`src/rtl/alu_muldiv_ctrl_if.sv`:
```
// EX-stage bus for alu_muldiv_ctrl: decode inputs, mul/div operands, stall and HI/LO read-back.
// The master drives the instruction fields; the slave returns control, busy, stall and mf_result.
interface alu_muldiv_ctrl_if #(parameter int WIDTH = 32);
  logic [1:0]       alu_opcode;
  logic [5:0]       funct;
  logic             issue;
  logic [WIDTH-1:0] src_a;
  logic [WIDTH-1:0] src_b;
  logic [3:0]       AluControl;
  logic             md_busy;
  logic             stall;
  logic [WIDTH-1:0] mf_result;

  modport master (
    output alu_opcode, funct, issue, src_a, src_b,
    input  AluControl, md_busy, stall, mf_result
  );

  modport slave (
    input  alu_opcode, funct, issue, src_a, src_b,
    output AluControl, md_busy, stall, mf_result
  );
endinterface

```
`src/rtl/alu_muldiv_ctrl.sv`:
```
// ALU control decode (0 latency) plus iterative MULT/DIV engine with HI/LO (WIDTH+2 cycles issue to result);
// stalls MFHI/MFLO and new mul/div ops while busy. The engine is built only when ALU_MULDIV_EN is defined.
module alu_muldiv_ctrl #(
  parameter int WIDTH = 32
) (
  input logic              clk,
  input logic              rst,
  alu_muldiv_ctrl_if.slave bus
);

  logic [3:0] w_alu_ctrl;

  always_comb begin
    w_alu_ctrl = 4'b0010;
    case (bus.alu_opcode)
      2'b01: w_alu_ctrl = 4'b0110;
      2'b11: w_alu_ctrl = 4'b0001;
      2'b10: begin
        case (bus.funct)
          6'b100000, 6'b100001: w_alu_ctrl = 4'b0010;
          6'b100010, 6'b100011: w_alu_ctrl = 4'b0110;
          6'b100100:            w_alu_ctrl = 4'b0000;
          6'b100101:            w_alu_ctrl = 4'b0001;
          6'b100110:            w_alu_ctrl = 4'b0011;
          6'b100111:            w_alu_ctrl = 4'b1100;
          6'b101010:            w_alu_ctrl = 4'b0111;
          6'b101011:            w_alu_ctrl = 4'b1111;
          default:              w_alu_ctrl = 4'b0010;
        endcase
      end
      default: w_alu_ctrl = 4'b0010;
    endcase
  end

  assign bus.AluControl = w_alu_ctrl;

`ifdef ALU_MULDIV_EN
  typedef enum logic [1:0] {S_IDLE, S_RUN, S_FIX} state_t;

  localparam int CW = $clog2(WIDTH);

  state_t             r_state;
  state_t             w_next;
  logic [CW-1:0]      r_cnt;
  logic [2*WIDTH-1:0] r_p;
  logic [WIDTH-1:0]   r_b;
  logic [WIDTH-1:0]   r_hi;
  logic [WIDTH-1:0]   r_lo;
  logic               r_is_div;
  logic               r_neg_q;
  logic               r_neg_r;
  logic               r_div0;
  logic               r_busy;

  logic               w_is_md;
  logic               w_is_mf;
  logic               w_start;
  logic               w_signed;
  logic               w_a_neg;
  logic               w_b_neg;
  logic [WIDTH-1:0]   w_a_mag;
  logic [WIDTH-1:0]   w_b_mag;
  logic               w_last;

  assign w_is_md  = (bus.alu_opcode == 2'b10) && (bus.funct[5:2] == 4'b0110);
  assign w_is_mf  = (bus.alu_opcode == 2'b10) &&
                    ((bus.funct == 6'b010000) || (bus.funct == 6'b010010));
  assign w_start  = (r_state == S_IDLE) && bus.issue && w_is_md;
  assign w_signed = ~bus.funct[0];
  assign w_a_neg  = w_signed & bus.src_a[WIDTH-1];
  assign w_b_neg  = w_signed & bus.src_b[WIDTH-1];
  assign w_a_mag  = w_a_neg ? (~bus.src_a + 1'b1) : bus.src_a;
  assign w_b_mag  = w_b_neg ? (~bus.src_b + 1'b1) : bus.src_b;
  assign w_last   = (r_cnt == CW'(WIDTH - 1));

  always_ff @(posedge clk) begin
    if (rst) begin
      r_state <= S_IDLE;
    end else begin
      r_state <= w_next;
    end
  end

  always_comb begin
    w_next = r_state;
    case (r_state)
      S_IDLE:  if (w_start) w_next = S_RUN;
      S_RUN:   if (w_last)  w_next = S_FIX;
      S_FIX:   w_next = S_IDLE;
      default: w_next = S_IDLE;
    endcase
  end

  // Multiply: r_p = {partial, multiplier}, add multiplicand on LSB then shift right.
  logic [WIDTH:0]     w_mul_sum;
  logic [2*WIDTH-1:0] w_mul_next;
  assign w_mul_sum  = {1'b0, r_p[2*WIDTH-1:WIDTH]} + {1'b0, (r_p[0] ? r_b : {WIDTH{1'b0}})};
  assign w_mul_next = {w_mul_sum, r_p[WIDTH-1:1]};

  // Divide: r_p = {remainder, dividend/quotient}, restoring subtract one bit per step.
  logic [WIDTH:0]     w_rem_sh;
  logic [WIDTH:0]     w_rem_diff;
  logic               w_q_bit;
  logic [2*WIDTH-1:0] w_div_next;
  assign w_rem_sh   = {r_p[2*WIDTH-1:WIDTH], r_p[WIDTH-1]};
  assign w_rem_diff = w_rem_sh - {1'b0, r_b};
  assign w_q_bit    = (w_rem_sh >= {1'b0, r_b});
  assign w_div_next = {(w_q_bit ? w_rem_diff[WIDTH-1:0] : w_rem_sh[WIDTH-1:0]),
                       r_p[WIDTH-2:0], w_q_bit};

  logic [2*WIDTH-1:0] w_prod;
  logic [WIDTH-1:0]   w_quot;
  logic [WIDTH-1:0]   w_rem;
  assign w_prod = r_neg_q ? (~r_p + 1'b1) : r_p;
  assign w_quot = r_div0 ? {WIDTH{1'b1}} :
                  (r_neg_q ? (~r_p[WIDTH-1:0] + 1'b1) : r_p[WIDTH-1:0]);
  // Divide-by-zero leaves |dividend| in the remainder, so the sign fix restores src_a.
  assign w_rem  = r_neg_r ? (~r_p[2*WIDTH-1:WIDTH] + 1'b1) : r_p[2*WIDTH-1:WIDTH];

  always_ff @(posedge clk) begin
    if (rst) begin
      r_cnt    <= '0;
      r_p      <= '0;
      r_b      <= '0;
      r_hi     <= '0;
      r_lo     <= '0;
      r_is_div <= 1'b0;
      r_neg_q  <= 1'b0;
      r_neg_r  <= 1'b0;
      r_div0   <= 1'b0;
      r_busy   <= 1'b0;
    end else begin
      r_busy <= (w_next != S_IDLE);
      case (r_state)
        S_IDLE: begin
          if (w_start) begin
            r_cnt    <= '0;
            r_is_div <= bus.funct[1];
            r_neg_q  <= w_a_neg ^ w_b_neg;
            r_neg_r  <= w_a_neg;
            r_div0   <= bus.funct[1] && (bus.src_b == '0);
            if (bus.funct[1]) begin
              r_p <= {{WIDTH{1'b0}}, w_a_mag};
              r_b <= w_b_mag;
            end else begin
              r_p <= {{WIDTH{1'b0}}, w_b_mag};
              r_b <= w_a_mag;
            end
          end
        end
        S_RUN: begin
          r_p   <= r_is_div ? w_div_next : w_mul_next;
          r_cnt <= w_last ? '0 : r_cnt + 1'b1;
        end
        S_FIX: begin
          if (r_is_div) begin
            r_hi <= w_rem;
            r_lo <= w_quot;
          end else begin
            r_hi <= w_prod[2*WIDTH-1:WIDTH];
            r_lo <= w_prod[WIDTH-1:0];
          end
        end
        default: ;
      endcase
    end
  end

  assign bus.md_busy   = r_busy;
  assign bus.stall     = bus.issue & r_busy & (w_is_md | w_is_mf);
  assign bus.mf_result = (bus.funct == 6'b010000) ? r_hi : r_lo;
`else
  assign bus.md_busy   = 1'b0;
  assign bus.stall     = 1'b0;
  assign bus.mf_result = '0;
`endif

endmodule

```
`src/flat_wrapper.sv`:
```
// flat-port wrapper written by rule: the top's interface ports become plain ports
module alu_muldiv_ctrl_flat 
#(
  parameter int WIDTH = 32
)
  (clk, rst, bus_alu_opcode, bus_funct, bus_issue, bus_src_a, bus_src_b, bus_AluControl, bus_md_busy, bus_stall, bus_mf_result);
  alu_muldiv_ctrl_if #(.WIDTH(WIDTH)) bus_i ();
  input logic clk;
  input logic rst;
  input wire logic [$bits(bus_i.alu_opcode)-1:0] bus_alu_opcode;
  input wire logic [$bits(bus_i.funct)-1:0] bus_funct;
  input wire logic [$bits(bus_i.issue)-1:0] bus_issue;
  input wire logic [$bits(bus_i.src_a)-1:0] bus_src_a;
  input wire logic [$bits(bus_i.src_b)-1:0] bus_src_b;
  output wire logic [$bits(bus_i.AluControl)-1:0] bus_AluControl;
  output wire logic [$bits(bus_i.md_busy)-1:0] bus_md_busy;
  output wire logic [$bits(bus_i.stall)-1:0] bus_stall;
  output wire logic [$bits(bus_i.mf_result)-1:0] bus_mf_result;
  assign bus_i.alu_opcode = bus_alu_opcode;
  assign bus_i.funct = bus_funct;
  assign bus_i.issue = bus_issue;
  assign bus_i.src_a = bus_src_a;
  assign bus_i.src_b = bus_src_b;
  assign bus_AluControl = bus_i.AluControl;
  assign bus_md_busy = bus_i.md_busy;
  assign bus_stall = bus_i.stall;
  assign bus_mf_result = bus_i.mf_result;
  alu_muldiv_ctrl #(.WIDTH(WIDTH)) u_core (.clk(clk), .rst(rst), .bus(bus_i));
endmodule
```
`config.mk`:
```
export PLATFORM = sky130hd
export DESIGN_NAME = alu_muldiv_ctrl_flat
export DESIGN_NICKNAME = d
export VERILOG_FILES = /design/src/rtl/alu_muldiv_ctrl_if.sv /design/src/rtl/alu_muldiv_ctrl.sv /design/src/flat_wrapper.sv
export SDC_FILE = /design/constraint.sdc
export NUM_CORES = 1
export LEC_CHECK = 0
export BUFFER_PORTS_ARGS = -buffer_cell sky130_fd_sc_hd__buf_2
export CAP_MARGIN = 30
export CELL_PAD_IN_SITES_DETAIL_PLACEMENT = 0
export CELL_PAD_IN_SITES_GLOBAL_PLACEMENT = 2
export CORE_UTILIZATION = 10
export DETAILED_ROUTE_END_ITERATION = 8
export PLACE_DENSITY = 0.95
export SETUP_SLACK_MARGIN = 0.15
export SLEW_MARGIN = 20
export SYNTH_ARGS = -nofsm -noshare
export SYNTH_HDL_FRONTEND = slang
export SYNTH_SLANG_ARGS = --single-unit
```
`constraint.sdc`:
```
create_clock -name vclk -period 2.09
set_input_delay 0.3135 -clock vclk [all_inputs]
set_output_delay 0.3135 -clock vclk [all_outputs]
set_load 0.005 [all_outputs]
```
==> impl_metrics.json <==
{
  "outcome": "completed",
  "hold_start": "bus_alu_opcode[0]",
  "tns_ps": 0,
  "required_ps": 1780,
  "fin_util_pct": 10.2,
  "final_nets": 138,
  "hold_viol": 0,
  "synthSimpleGateAreaFrac_pct": 11.1,
  "drt_iter0_markers": 9,
  "clkbuf_count": 0,
  "critPathMaxFanout": 3,
  "antenna_left": 0,
  "synth.avg_cell_area_sq_um": 7.21,
  "synth_compound_area_share_pct": 10.1,
  "synth_cell_types": 13,
  "grt_pass1_vias": 141,
  "min_period_ps": 1430,
  "syn_area_sq_um": 360,
  "grt_use_total_pct": 1.84,
  "total_power_uw": 40.9,
  "critPathCaptureType": "primary output",
  "post_drt_wl_per_cell_microns": 4.71,
  "ioPinCount": 113,
  "synth_adder_area_share_pct": 0,
  "ir_worst_vdd_mv": 0.0110,
  "antenna_found_initial": 0,
  "cts-hold-fix-buffers": 0,
  "gr-usage-met1_pct": 2.59,
  "seqCellArea_sq_um": 0,
  "synth_seq_area_share_pct": 0,
  "arrival_ps": 1120,
  "slew_viol_final": 0,
  "initial_core_util_pct": 10.6,
  "p_per_area_nw_per_um2": 118,
  "synth_xor_area_share_pct": 4.86,
  "die_y_microns": 62.0,
  "mostFrequentLayoutCells": "conb_1 (34), buf_2 (12), o21ai_0 (3)",
  "fill_cells": 400,
  "postCtsSetupBuffers": 0,
  "drt-pass1-iter-count": 2,
  "synth_top_area_share_pct": 70.8,
  "gp_congestion": 0.598,
  "synthCells": 50,
  "hold_path.class": "in2out",
  "mostFrequentLayoutCell": "conb_1",
  "rsz0062_at_grt": "false",
  "vias": 239,
  "io_buffers": 12,
  "worstSetupPathType": "in2out",
  "flops_and_latches": 0,
  "routed_wl_microns": 504,
  "avgViaCountPerCell": 2.23,
  "grt_max_degree": 5,
  "met3_usage_pct": 0.207,
  "p_leak_uw": 0.000197,
  "multi_input_area_sq_um": 221,
  "setup_viol": 0,
  "synthMuxAreaShare_pct": 0,
  "drc": 0,
  "dieArea_sq_um": 3850,
  "antenna_cells": 0,
  "synth_top_cells_by_area": "buf_4 (71%), xnor2_1 (4.9%), o21ai_0 (4.2%), nand4bb_1 (3.1%), a211o_1 (2.4%)",
  "grt_pass1_wl_microns": 593,
  "overflow": 0,
  "crit_start": "bus_funct[4]",
  "maxCapViolCount": 0,
  "fp.dieW_microns": 62.0,
  "coreArea_sq_um": 3390,
  "yosysTopAreaCell": "buf_4",
  "top_usage_layer": "met2",
  "start_kind": "primary input",
  "synthToLayoutAreaGrowth_pct": -3.82,
  "cts.repair.resized": 0,
  "placementRows": 21,
  "max_freq_mhz": 700,
  "ys_warn_count": 0,
  "met2_usage_pct": 3.19,
  "dp_hpwl_microns": 476,
  "drive_above_1_share_pct": 19.7,
  "synth_top_family_by_area": "buffers and inverters",
  "period_share_pct": 68.4
}
==> cells in the mapped netlist, drive strengths merged <==
library cell and number:
nand4bb 1, a211o 1, inv 2, nand2b 1
a21oi 1, a21o 1, nor3b 1, nor4 1
buf 34, conb 1, xnor2 2, nand4b 1
o21ai 3
==> critical path, stage by stage <==
cell	delay [ps]
buf_2	100
nand4b_1	210
a211o_1	300
o21ai_0	60
buf_2	130
==> final timing paths <==
path,end,depth (start not counted)
setup / recovery,bus_AluControl[2],5
hold / removal,bus_AluControl[3],3
==> per-layer routing <==
| layer | vias to the layer above | wire, microns |
|---|---|---|
| met1 | 101 | 177 |
| li1 | 116 | - |
| met5 | - | 0 |
| met3 | 0 | 78 |
| met4 | 0 | 0 |
| met2 | 22 | 248 |
==> stage by stage <==
stage	hold slack, ps	setup slack (ps)	std cells	cell area, sq um
finish	899	661	107	347
global route	917	613	107	347
CTS	903	664	107	347
detailed placement	905	670	107	347
global placement	905	659	107	347
floorplan	662	921	83	484
==> layout make-up <==
| cell class | count | area share [%] |
|---|---|---|
| well taps | 46 | 16.6 |
| multi-input cells | 47 | 63.9 |
| repair buffers | 12 | 17.3 |
| inverters | 2 | 2.17 |
==> report_power, final <==
part | internal [uW] | total (uW) | switching (uW)
logic | 14.4 | 40.9 | 26.6
registers | 0 | 0 | 0
clock network | 0 | 0 | 0
==> cells by family (layout without fill, tap and decap cells) <==
kind of cell              count (synthesis)  in the layout
AOI/OAI and AO/OA                         6              6
and+or+nand+nor                           5              5
buffers and inverters                    36             14
xor gates and xnor gates                  2              2
other                                     1             34
Note: power is estimated with default switching activity, not from simulation.
